File: src/rtl/ucsbece154b_perf_monitor.sv
// Cycle/instruction counter and program-end detector for the N-wide core.
// Optional issue-width histogram is enabled by defining PERF_HIST_EN.
module ucsbece154b_perf_monitor #(
    parameter int          LANES       = 2,
    parameter int          WIDTH       = 32,
    parameter logic [31:0] NOP_INSTR   = 32'h00000013,
    parameter int          HALT_REPEAT = 1,
    parameter int          MAX_CYCLES  = 0
) (
    input  logic                       clk,
    input  logic                       reset,
    input  logic                       clear_i,
    input  logic                       start_i,
    input  logic                       stall_d_i,
    input  logic [LANES*32-1:0]        pcf_i,
    input  logic [LANES*32-1:0]        instrf_i,
    input  logic [LANES*32-1:0]        instrd_i,
    output logic [WIDTH-1:0]           cycle_count_o,
    output logic [WIDTH-1:0]           instr_count_o,
    output logic                       running_o,
    output logic                       done_o,
    output logic                       timeout_o,
    output logic [(LANES+1)*WIDTH-1:0] hist_o
);

    localparam int              CW          = $clog2(LANES + 1);
    localparam logic [WIDTH-1:0] ONES        = {WIDTH{1'b1}};
    localparam logic [WIDTH-1:0] LIMIT       = WIDTH'(MAX_CYCLES);
    localparam logic [31:0]      HALT_TARGET = 32'(HALT_REPEAT);

    typedef enum logic [1:0] {IDLE, RUN, DONE} state_t;

    state_t              state, state_next;
    logic [WIDTH-1:0]    cycle_count, instr_count, cycle_next, instr_next;
    logic [WIDTH:0]      instr_sum;
    logic [31:0]         halt_ctr, halt_next;
    logic [LANES*32-1:0] prev_pc;
    logic                prev_valid;
    logic                timeout, timeout_next;
    logic [LANES-1:0]    useful;
    logic [CW-1:0]       useful_cnt;
    logic                all_spin, halt_hit, limit_hit;

    always_comb begin
        useful     = '0;
        useful_cnt = '0;
        all_spin   = prev_valid;
        for (int k = 0; k < LANES; k++) begin
            useful[k]  = (instrd_i[32*k +: 32] != 32'b0) &&
                         (instrd_i[32*k +: 32] != NOP_INSTR) && !stall_d_i;
            useful_cnt = useful_cnt + CW'(useful[k]);
            if ((pcf_i[32*k +: 32] != prev_pc[32*k +: 32]) ||
                (instrf_i[32*k +: 32] != NOP_INSTR))
                all_spin = 1'b0;
        end
    end

    // Both counters saturate instead of wrapping so long runs stay monotonic.
    always_comb begin
        cycle_next = (cycle_count == ONES) ? ONES : cycle_count + WIDTH'(1);
        instr_sum  = {1'b0, instr_count} + (WIDTH+1)'(useful_cnt);
        instr_next = instr_sum[WIDTH] ? ONES : instr_sum[WIDTH-1:0];
        halt_next  = all_spin ? halt_ctr + 32'd1 : 32'd0;
        halt_hit   = all_spin && ((halt_ctr + 32'd1) == HALT_TARGET);
        limit_hit  = (MAX_CYCLES != 0) && (cycle_next == LIMIT);
    end

    always_comb begin
        state_next   = state;
        timeout_next = timeout;
        case (state)
            IDLE: if (start_i) state_next = RUN;
            RUN: begin
                if (halt_hit) begin
                    state_next   = DONE;
                    timeout_next = 1'b0;
                end else if (limit_hit) begin
                    state_next   = DONE;
                    timeout_next = 1'b1;
                end
            end
            DONE:    state_next = DONE;
            default: state_next = IDLE;
        endcase
    end

    always_ff @(posedge clk or negedge reset) begin
        if (!reset) begin
            state       <= IDLE;
            timeout     <= 1'b0;
            cycle_count <= '0;
            instr_count <= '0;
            halt_ctr    <= '0;
            prev_pc     <= '0;
            prev_valid  <= 1'b0;
        end else if (clear_i) begin
            state       <= IDLE;
            timeout     <= 1'b0;
            cycle_count <= '0;
            instr_count <= '0;
            halt_ctr    <= '0;
            prev_pc     <= '0;
            prev_valid  <= 1'b0;
        end else begin
            state   <= state_next;
            timeout <= timeout_next;
            if (state == RUN) begin
                cycle_count <= cycle_next;
                instr_count <= instr_next;
                halt_ctr    <= halt_next;
                prev_pc     <= pcf_i;
                prev_valid  <= 1'b1;
            end
        end
    end

`ifdef PERF_HIST_EN
    logic [WIDTH-1:0] bins [LANES+1];

    // One bin per possible useful-lane count; the bin for this cycle's count bumps.
    always_ff @(posedge clk or negedge reset) begin
        if (!reset) begin
            for (int n = 0; n <= LANES; n++) bins[n] <= '0;
        end else if (clear_i) begin
            for (int n = 0; n <= LANES; n++) bins[n] <= '0;
        end else if (state == RUN) begin
            bins[useful_cnt] <= (bins[useful_cnt] == ONES) ? ONES
                                                            : bins[useful_cnt] + WIDTH'(1);
        end
    end

    always_comb begin
        hist_o = '0;
        for (int n = 0; n <= LANES; n++) hist_o[n*WIDTH +: WIDTH] = bins[n];
    end
`else
    assign hist_o = '0;
`endif

    assign cycle_count_o = cycle_count;
    assign instr_count_o = instr_count;
    assign running_o     = (state == RUN);
    assign done_o        = (state == DONE);
    assign timeout_o     = timeout;

endmodule

File: config.mk
export PLATFORM = sky130hd
export DESIGN_NAME = ucsbece154b_perf_monitor
export DESIGN_NICKNAME = d
export VERILOG_FILES = /design/src/rtl/ucsbece154b_perf_monitor.sv
export SDC_FILE = /design/constraint.sdc
export NUM_CORES = 1
export LEC_CHECK = 0
export CELL_PAD_IN_SITES_DETAIL_PLACEMENT = 1
export CELL_PAD_IN_SITES_GLOBAL_PLACEMENT = 1
export CORE_MARGIN = 2
export CORE_UTILIZATION = 34
export CTS_BUF_LIST = sky130_fd_sc_hd__clkbuf_8
export DETAILED_ROUTE_END_ITERATION = 12
export PLACE_DENSITY_LB_ADDON = 0.1
export SYNTH_ARGS = -nofsm -noshare
export SYNTH_HDL_FRONTEND = slang
export SYNTH_SLANG_ARGS = --single-unit
File: constraint.sdc
create_clock -name clk -period 4.1 [get_ports clk]
set_clock_uncertainty 0.15 [all_clocks]
set_input_delay 0.615 -clock clk [delete_from_list [all_inputs] [get_ports clk]]
set_output_delay 0.615 -clock clk [all_outputs]
set_load 0.01 [all_outputs]
==> results of run 1 <==
## flip-flops by register name (all words and copies together), names as in the netlist
| name | flops |
|---|---|
| instr_count_o | 32 |
| cycle_count_o | 32 |
| halt_ctr | 32 |
| prev_valid | 1 |
| state | 2 |
| prev_pc | 64 |
## final timing paths
path,startpoint,end,slack [ps],cells past startpoint
max in group asynchronous,reset,prev_pc[18],2800,2
worst min register to register,prev_valid,prev_valid,380,2
worst max register to register,cycle_count_o[9],cycle_count_o[15],860,9
worst max-delay path,instrd_i[0],instr_count_o[24],540,18
min in group clk,prev_valid,prev_valid,380,2
worst min-delay path,reset,cycle_count_o[7],60,1
## report_power, final
group / internal (mW) / leakage, nW / switching [mW]
clock: 0.478 / 0.205 / 0.752
combinational: 0.656 / 3.12 / 0.790
sequential: 1.77 / 2.25 / 0.132
## metal layers
metal	wire length [microns]	track usage (%)	vias up
met3	1940	3.99	27
met2	16400	36.6	261
li1	-	-	4582
met5	0	0	-
met1	13600	24.4	4696
met4	367	4.58	0
## cells by family after synthesis
group | after synthesis | share of synthesized area [%]
compound gates | 220 | 13.9
xor+xnor | 51 | 4.34
fa+ha+maj | 8 | 1.04
buf+inv | 185 | 10.4
flops | 163 | 39.6
mux | 79 | 7.69
other cells | 1 | 0.0364
simple gates | 477 | 23.0
## placed cells by master (no fill, tap or decap), drive strengths merged, types with 3 or more instances in the layout
cell,Yosys,final
xnor2,25,25
nand3,62,62
a221oi,4,4
clkbuf,43,18
a31oi,9,9
clkinv,0,5
and3,33,33
nor3,25,25
o31ai,23,23
a21oi,44,44
a211oi,27,27
xor2,26,26
and4,6,6
clkdlybuf4s50,0,260
and4b,3,3
or4,6,6
nand2,81,81
a311oi,16,16
nand4,34,34
inv,31,40
mux2i,78,78
and2,9,9
nor4,38,38
buf,111,29
nand2b,9,9
o21bai,3,3
a41o,3,3
conb,1,97
nor2,157,157
dfrtp,163,163
or3,5,5
o22ai,10,10
o41ai,6,6
o21ai,61,61
ha,7,7
## area by class of cell
cell class                 count  area [sq um]  share of cell area (%)
antenna                        2          5.00                  0.0371
clock buffer                  18           248                    1.84
clock inverter                14           153                    1.13
inverter                      31           116                   0.864
multi-input combinational    932          5520                    41.0
sequential                   163          4080                    30.3
tap                          390           488                    3.62
timing repair buffer         289          2860                    21.2
## metrics by stage
stage / setup slack [ps] / hold WS [ps] / util (%) / total power, mW
global placement: 62.2 / 352 / 44.0 / 3.36
detailed placement: 25.1 / 336 / 44.0 / 3.40
finish: 541 / 59.7 / 45.3 / 4.58
floorplan: 597 / 169 / - / 2.90
global route: 267 / 126 / 45.3 / 4.87
CTS: 522 / 87.7 / 45.3 / 4.65
==> flow_summary_export.csv, run 1 <==
group,metric,value,unit
placement,placed_area,13100,sq um
logic_synthesis,synth_seq_area_share,39.6,%
logic_synthesis,yosysMostFrequentCell,"dfrtp_1",
global_route,gr-usage-all-layers,20.1,%
logic_synthesis,syn_avg_cell_area,8.70,sq um
setup_path,cp_cell_sequence,"clkdlybuf4s50_1, or3_1, a21oi_1, a41o_1, fa_1, inv_1, ha_1, nand3_1, nor3_1, buf_4, nand2_1, nor2_1, nand2_1, nor2_1, buf_4, nand3_1, o21ai_0, nor2_1",
clocking,cts_tree,"built",
clocking,cts_buffers,17,
sta,setup-violations-final,0,
sta,hold_violations,0,
logic_synthesis,synthArstFlopShare,100,%
die,die_area,31700,sq um
setup_path,cp-end-kind,"register",
die,dieHeight,178,microns
sta,max_freq,0.281,GHz
route,wl,32.3,mm
logic_synthesis,synth.cell_area,10300,sq um
sta,slew_headroom,34.2,%
sta,rsz0062_at_grt,"false",
cells_and_area,final_nets,1639,
setup_path,critPathArrivalTime,3740,ps
clocking,hold_buffers,0,
global_route,antenna_found_initial,1,
sta,tns,0,ps
setup_path,cp_common_cell,"nor2_1",
hold_path,min_path_type,"in2async",
power_and_ir_drop,peakVddDrop,280,uV
clocking,h-tree-depth,4,
cells_and_area,area_delta_synth_final,30.8,%
sta,finalCritPeriodShare,86.8,%
run,cap_violations,0,
global_route,grt_pass1_wl,50.8,mm
placement,portBuffers,262,
global_route,grt_max_degree,114,
global_route,overflow,0,
route,ant_nets,0,
sta,worstMarginPinSlew,987,ps
setup_path,cp_slowest_stage_delay,500,ps
route,drc,0,
die,ios,360,
clocking,clk_path_buf_depth,2,
logic_synthesis,synth.top_cell.area_share,39.6,%
status,status,"complete, no violations",
logic_synthesis,synth_ff_type,"dfrtp_1",
logic_synthesis,synthCells,1184,
die,rows,63,
placement,dp_cells,1805,
setup_path,crit_buf_inv,4,
route,wl_per_cell,17.6,microns
route,viasPerCell,5.20,
route,drt_iter0_markers,411,
cells_and_area,final_area,13500,sq um
cells_and_area,layout-drive-gt1-share,5.04,%
logic_synthesis,synth_edf_count,0,
logic_synthesis,synth.distinct_cells,63,
clocking,post_cts_buffers,0,
logic_synthesis,synthTopCellsByCount,"163 x dfrtp_1, 157 x nor2_1, 97 x buf_4",
placement,hpwl,24.1,mm
route,route.vias.total,9566,
setup_path,path_delay_family,"simple AND/OR/NAND/NOR gates",
cells_and_area,fin_cells,1839,
clocking,ctsResizeCount,0,
clocking,cts_root_buffer,"clkbuf_8",
sta,slew_violations,0,
logic_synthesis,synth_top_area_cell,"dfrtp_1",
setup_path,cpMaxStageDelayCell,"clkdlybuf4s50_1",
setup_path,worst_ep_required_time,4290,ps
setup_path,crit_path_start_kind,"input port",
logic_synthesis,ys_warn_count,0,
placement,gp_congestion,0.782,
die,initial_core_util,34.7,%
global_route,grt_pass1_vias,9702,
power_and_ir_drop,powerDensity,340,nW/um^2
die,die_x,178,microns
logic_synthesis,ys_ff_latch,163,
clocking,clk_pin_slew_worst_paths,120,ps
setup_path,crit_type,"in2reg",
clocking,insertion_delay,490,ps
sta,period_needed,3560,ps
setup_path,cp_max_fo,7,
cells_and_area,num-fill-cells,3476,
logic_synthesis,ys_top_cells_by_area,"dfrtp_1 40%, mux2i_1 7.6%, buf_4 7.1%, nor2_1 5.7%, nand3_1 3.0%",
clocking,cts_sinks,163,
die,coreArea,29700,sq um
power_and_ir_drop,p_leak,5.58,nW
route,first_pass_iters,4,
Power figures use the tool's default switching activity.
==> run 2, diff against run 1 <==
--- a/config.mk
+++ b/config.mk
@@ -8,10 +8,11 @@
 export CELL_PAD_IN_SITES_DETAIL_PLACEMENT = 1
 export CELL_PAD_IN_SITES_GLOBAL_PLACEMENT = 1
 export CORE_MARGIN = 2
-export CORE_UTILIZATION = 34
+export CORE_UTILIZATION = 48
 export CTS_BUF_LIST = sky130_fd_sc_hd__clkbuf_8
 export DETAILED_ROUTE_END_ITERATION = 12
-export PLACE_DENSITY_LB_ADDON = 0.1
+export DONT_BUFFER_PORTS = 1
+export PLACE_DENSITY_LB_ADDON = 0.15
 export SYNTH_ARGS = -nofsm -noshare
 export SYNTH_HDL_FRONTEND = slang
 export SYNTH_SLANG_ARGS = --single-unit
==> constraint.sdc (replaced) <==
create_clock -name clk -period 4.1 [get_ports clk]
set_clock_uncertainty 0.15 [all_clocks]
set_input_delay 1.025 -clock clk [delete_from_list [all_inputs] [get_ports clk]]
set_output_delay 1.025 -clock clk [all_outputs]
set_load 0.01 [all_outputs]
==> run 2 against run 1 <==
  * First-iteration DRC count rose by 0.73%
  * Combinational power fell by 22%
  * Clock power fell by 3%
  * Power fell by 7.6%
  * Non-clock buffer count fell by 270
  * Register-to-register slack improved by 70 ps
==> flow_summary_export.csv, run 2 (synthesis gave the netlist of run 1 again) <==
group,metric,value,unit
status,status,"complete, no violations",
global_route,grt_pass1_wl,46.7,mm
clocking,cts_buffers,17,
global_route,grt_pass1_vias,8750,
clocking,post_cts_buffers,0,
power_and_ir_drop,comb_power_share,26.7,%
setup_path,reg2reg_depth,9,
route,wl_per_cell,21.0,microns
setup_path,rrSetupSlack,930,ps
power_and_ir_drop,p_leak,4.52,nW
route,ant_nets,0,
global_route,antenna_found_initial,4,
setup_path,cp_cell_sequence,"nor4_1, nand4_1, a21oi_1, a41o_1, fa_1, and4b_1, or3b_2, nor2_1, nand2_1, nor2_1, nand2_1, o21ai_0, a21oi_1, a211oi_1",
power_and_ir_drop,p_int,2.75,mW
power_and_ir_drop,power.share.clock,28.0,%
die,initial_core_util,49.0,%
placement,gp_congestion,0.811,
die,die_area,22600,sq um
global_route,overflow,0,
die,die_x,150,microns
power_and_ir_drop,power_switching,1.49,mW
sta,hold_violations,0,
route,viasPerCell,5.90,
sta,setup_slack,516,ps
die,dieHeight,150,microns
clocking,h-tree-depth,4,
cells_and_area,final_common_cell,"dfrtp_1",
clocking,hold_buffers,0,
sta,max_freq,0.279,GHz
cells_and_area,ff_latch_area,4080,sq um
clocking,cts_sinks,163,
sta,finalCritPeriodShare,87.4,%
setup_path,crit_path_start_kind,"input port",
clocking,cts_root_buffer,"clkbuf_8",
route,drt_iter0_markers,414,
sta,setup-violations-final,0,
power_and_ir_drop,powerDensity,398,nW/um^2
clocking,insertion_delay,470,ps
setup_path,r2r_end,"cycle_count_o[15]",
sta,tns,0,ps
placement,preCtsSetupSlack,54.0,ps
power_and_ir_drop,power.share.switching,35.1,%
setup_path,cpMaxStageDelayCell,"or3b_2",
cells_and_area,multi_input_area,5520,sq um
route,drc,0,
cells_and_area,final_cell_mix,"163 x dfrtp_1, 157 x nor2_1, 97 x conb_1",
die,coreArea,21000,sq um
sta,period_needed,3580,ps
setup_path,cp_max_fo,3,
die,rows,53,
placement,portBuffers,0,
cells_and_area,num-fill-cells,2536,
cells_and_area,max_flop_register,"prev_pc",
setup_path,cp-end-kind,"register",
cells_and_area,final_core_util,50.6,%
clocking,clk_path_buf_depth,2,
cells_and_area,area_delta_synth_final,3.32,%
power_and_ir_drop,p_seq_share,45.3,%
die,ios,360,
global_route,grt_max_degree,164,
setup_path,r2r-start,"cycle_count_o[13]",
setup_path,cp_slowest_stage_delay,480,ps
cells_and_area,layout-drive-gt1-share,5.27,%
setup_path,critPathArrivalTime,3800,ps
sta,rsz0062_at_grt,"false",
global_route,gr-usage-all-layers,26.7,%
route,first_pass_iters,4,
run,cap_violations,0,
sta,slew_headroom,27.2,%
hold_path,min_path_type,"in2async",
route,route.vias.total,8584,
placement,hpwl,22.1,mm
cells_and_area,largest_register_ffs,64,
clocking,ctsResizeCount,0,
clocking,cts_tree,"built",
sta,worstMarginPinSlew,1090,ps
clocking,clk_pin_slew_worst_paths,100,ps
power_and_ir_drop,peakVddDrop,309,uV
cells_and_area,final_nets,1369,
setup_path,crit_type,"in2reg",
setup_path,worst_ep_required_time,4320,ps
sta,slew_violations,0,
route,wl,30.5,mm
-- run 2: cell type report --
type,instances,area share (%)
sequential,163,38.3
antenna,5,0.118
multi-input combinational,932,51.9
inverter,31,1.09
clock buffer,19,2.46
tap,275,3.23
clock inverter,12,1.15
timing repair buffer,19,1.69
-- run 2: worst max-delay path: cells and delay by family --
family	cells	cell delay (ps)
AO/OA/AOI/OAI	5	820
AND/OR/NAND/NOR	8	1510
adder cells (fa/ha/maj)	1	420
-- run 2: through the flow --
| stage | cells | area [sq um] | total power, mW | hold slack (ps) |
|---|---|---|---|---|
| after floorplan | 1280 | 10700 | 2.90 | 309 |
| after global placement | 1420 | 10200 | 3.04 | 321 |
| after detailed placement | 1420 | 10200 | 3.09 | 343 |
| after CTS | 1451 | 10600 | 4.28 | 63.8 |
| after global routing | 1456 | 10600 | 4.47 | 62.5 |
| final | 1456 | 10600 | 4.24 | 93.3 |
-- run 2: how the worst max path moves through the flow --
stage | slack [ps] | to | cells past startpoint | startpoint
2_1_floorplan | 190 | instr_count_o[30] | 16 | instrd_i[8]
3_3_place_gp | 170 | instr_count_o[31] | 14 | instrd_i[5]
3_5_place_dp | 50 | instr_count_o[31] | 14 | instrd_i[9]
4_1_cts | 530 | instr_count_o[31] | 14 | instrd_i[9]
5_1_grt | 170 | instr_count_o[30] | 16 | instrd_i[9]
6_report | 520 | instr_count_o[31] | 14 | instrd_i[9]
-- run 2: routing by layer --
layer  wire [microns]  vias up  track usage (%)
li1                 -     4039                -
met1            11500     4217             30.6
met2            16000      298             48.3
met3             2270       30             6.58
met4              758        0             9.15
met5                0        -                0
-- run 2: power by group through the flow --
| stage | Clock [mW] | Combinational [mW] | Sequential [mW] |
|---|---|---|---|
| 2_1_floorplan | 0 | 0.986 | 1.91 |
| 5_1_grt | 1.27 | 1.25 | 1.94 |
| 4_1_cts | 1.22 | 1.14 | 1.92 |
| 3_5_place_dp | 0 | 1.14 | 1.95 |
| 6_report | 1.19 | 1.13 | 1.92 |
| 3_3_place_gp | 0 | 1.10 | 1.94 |
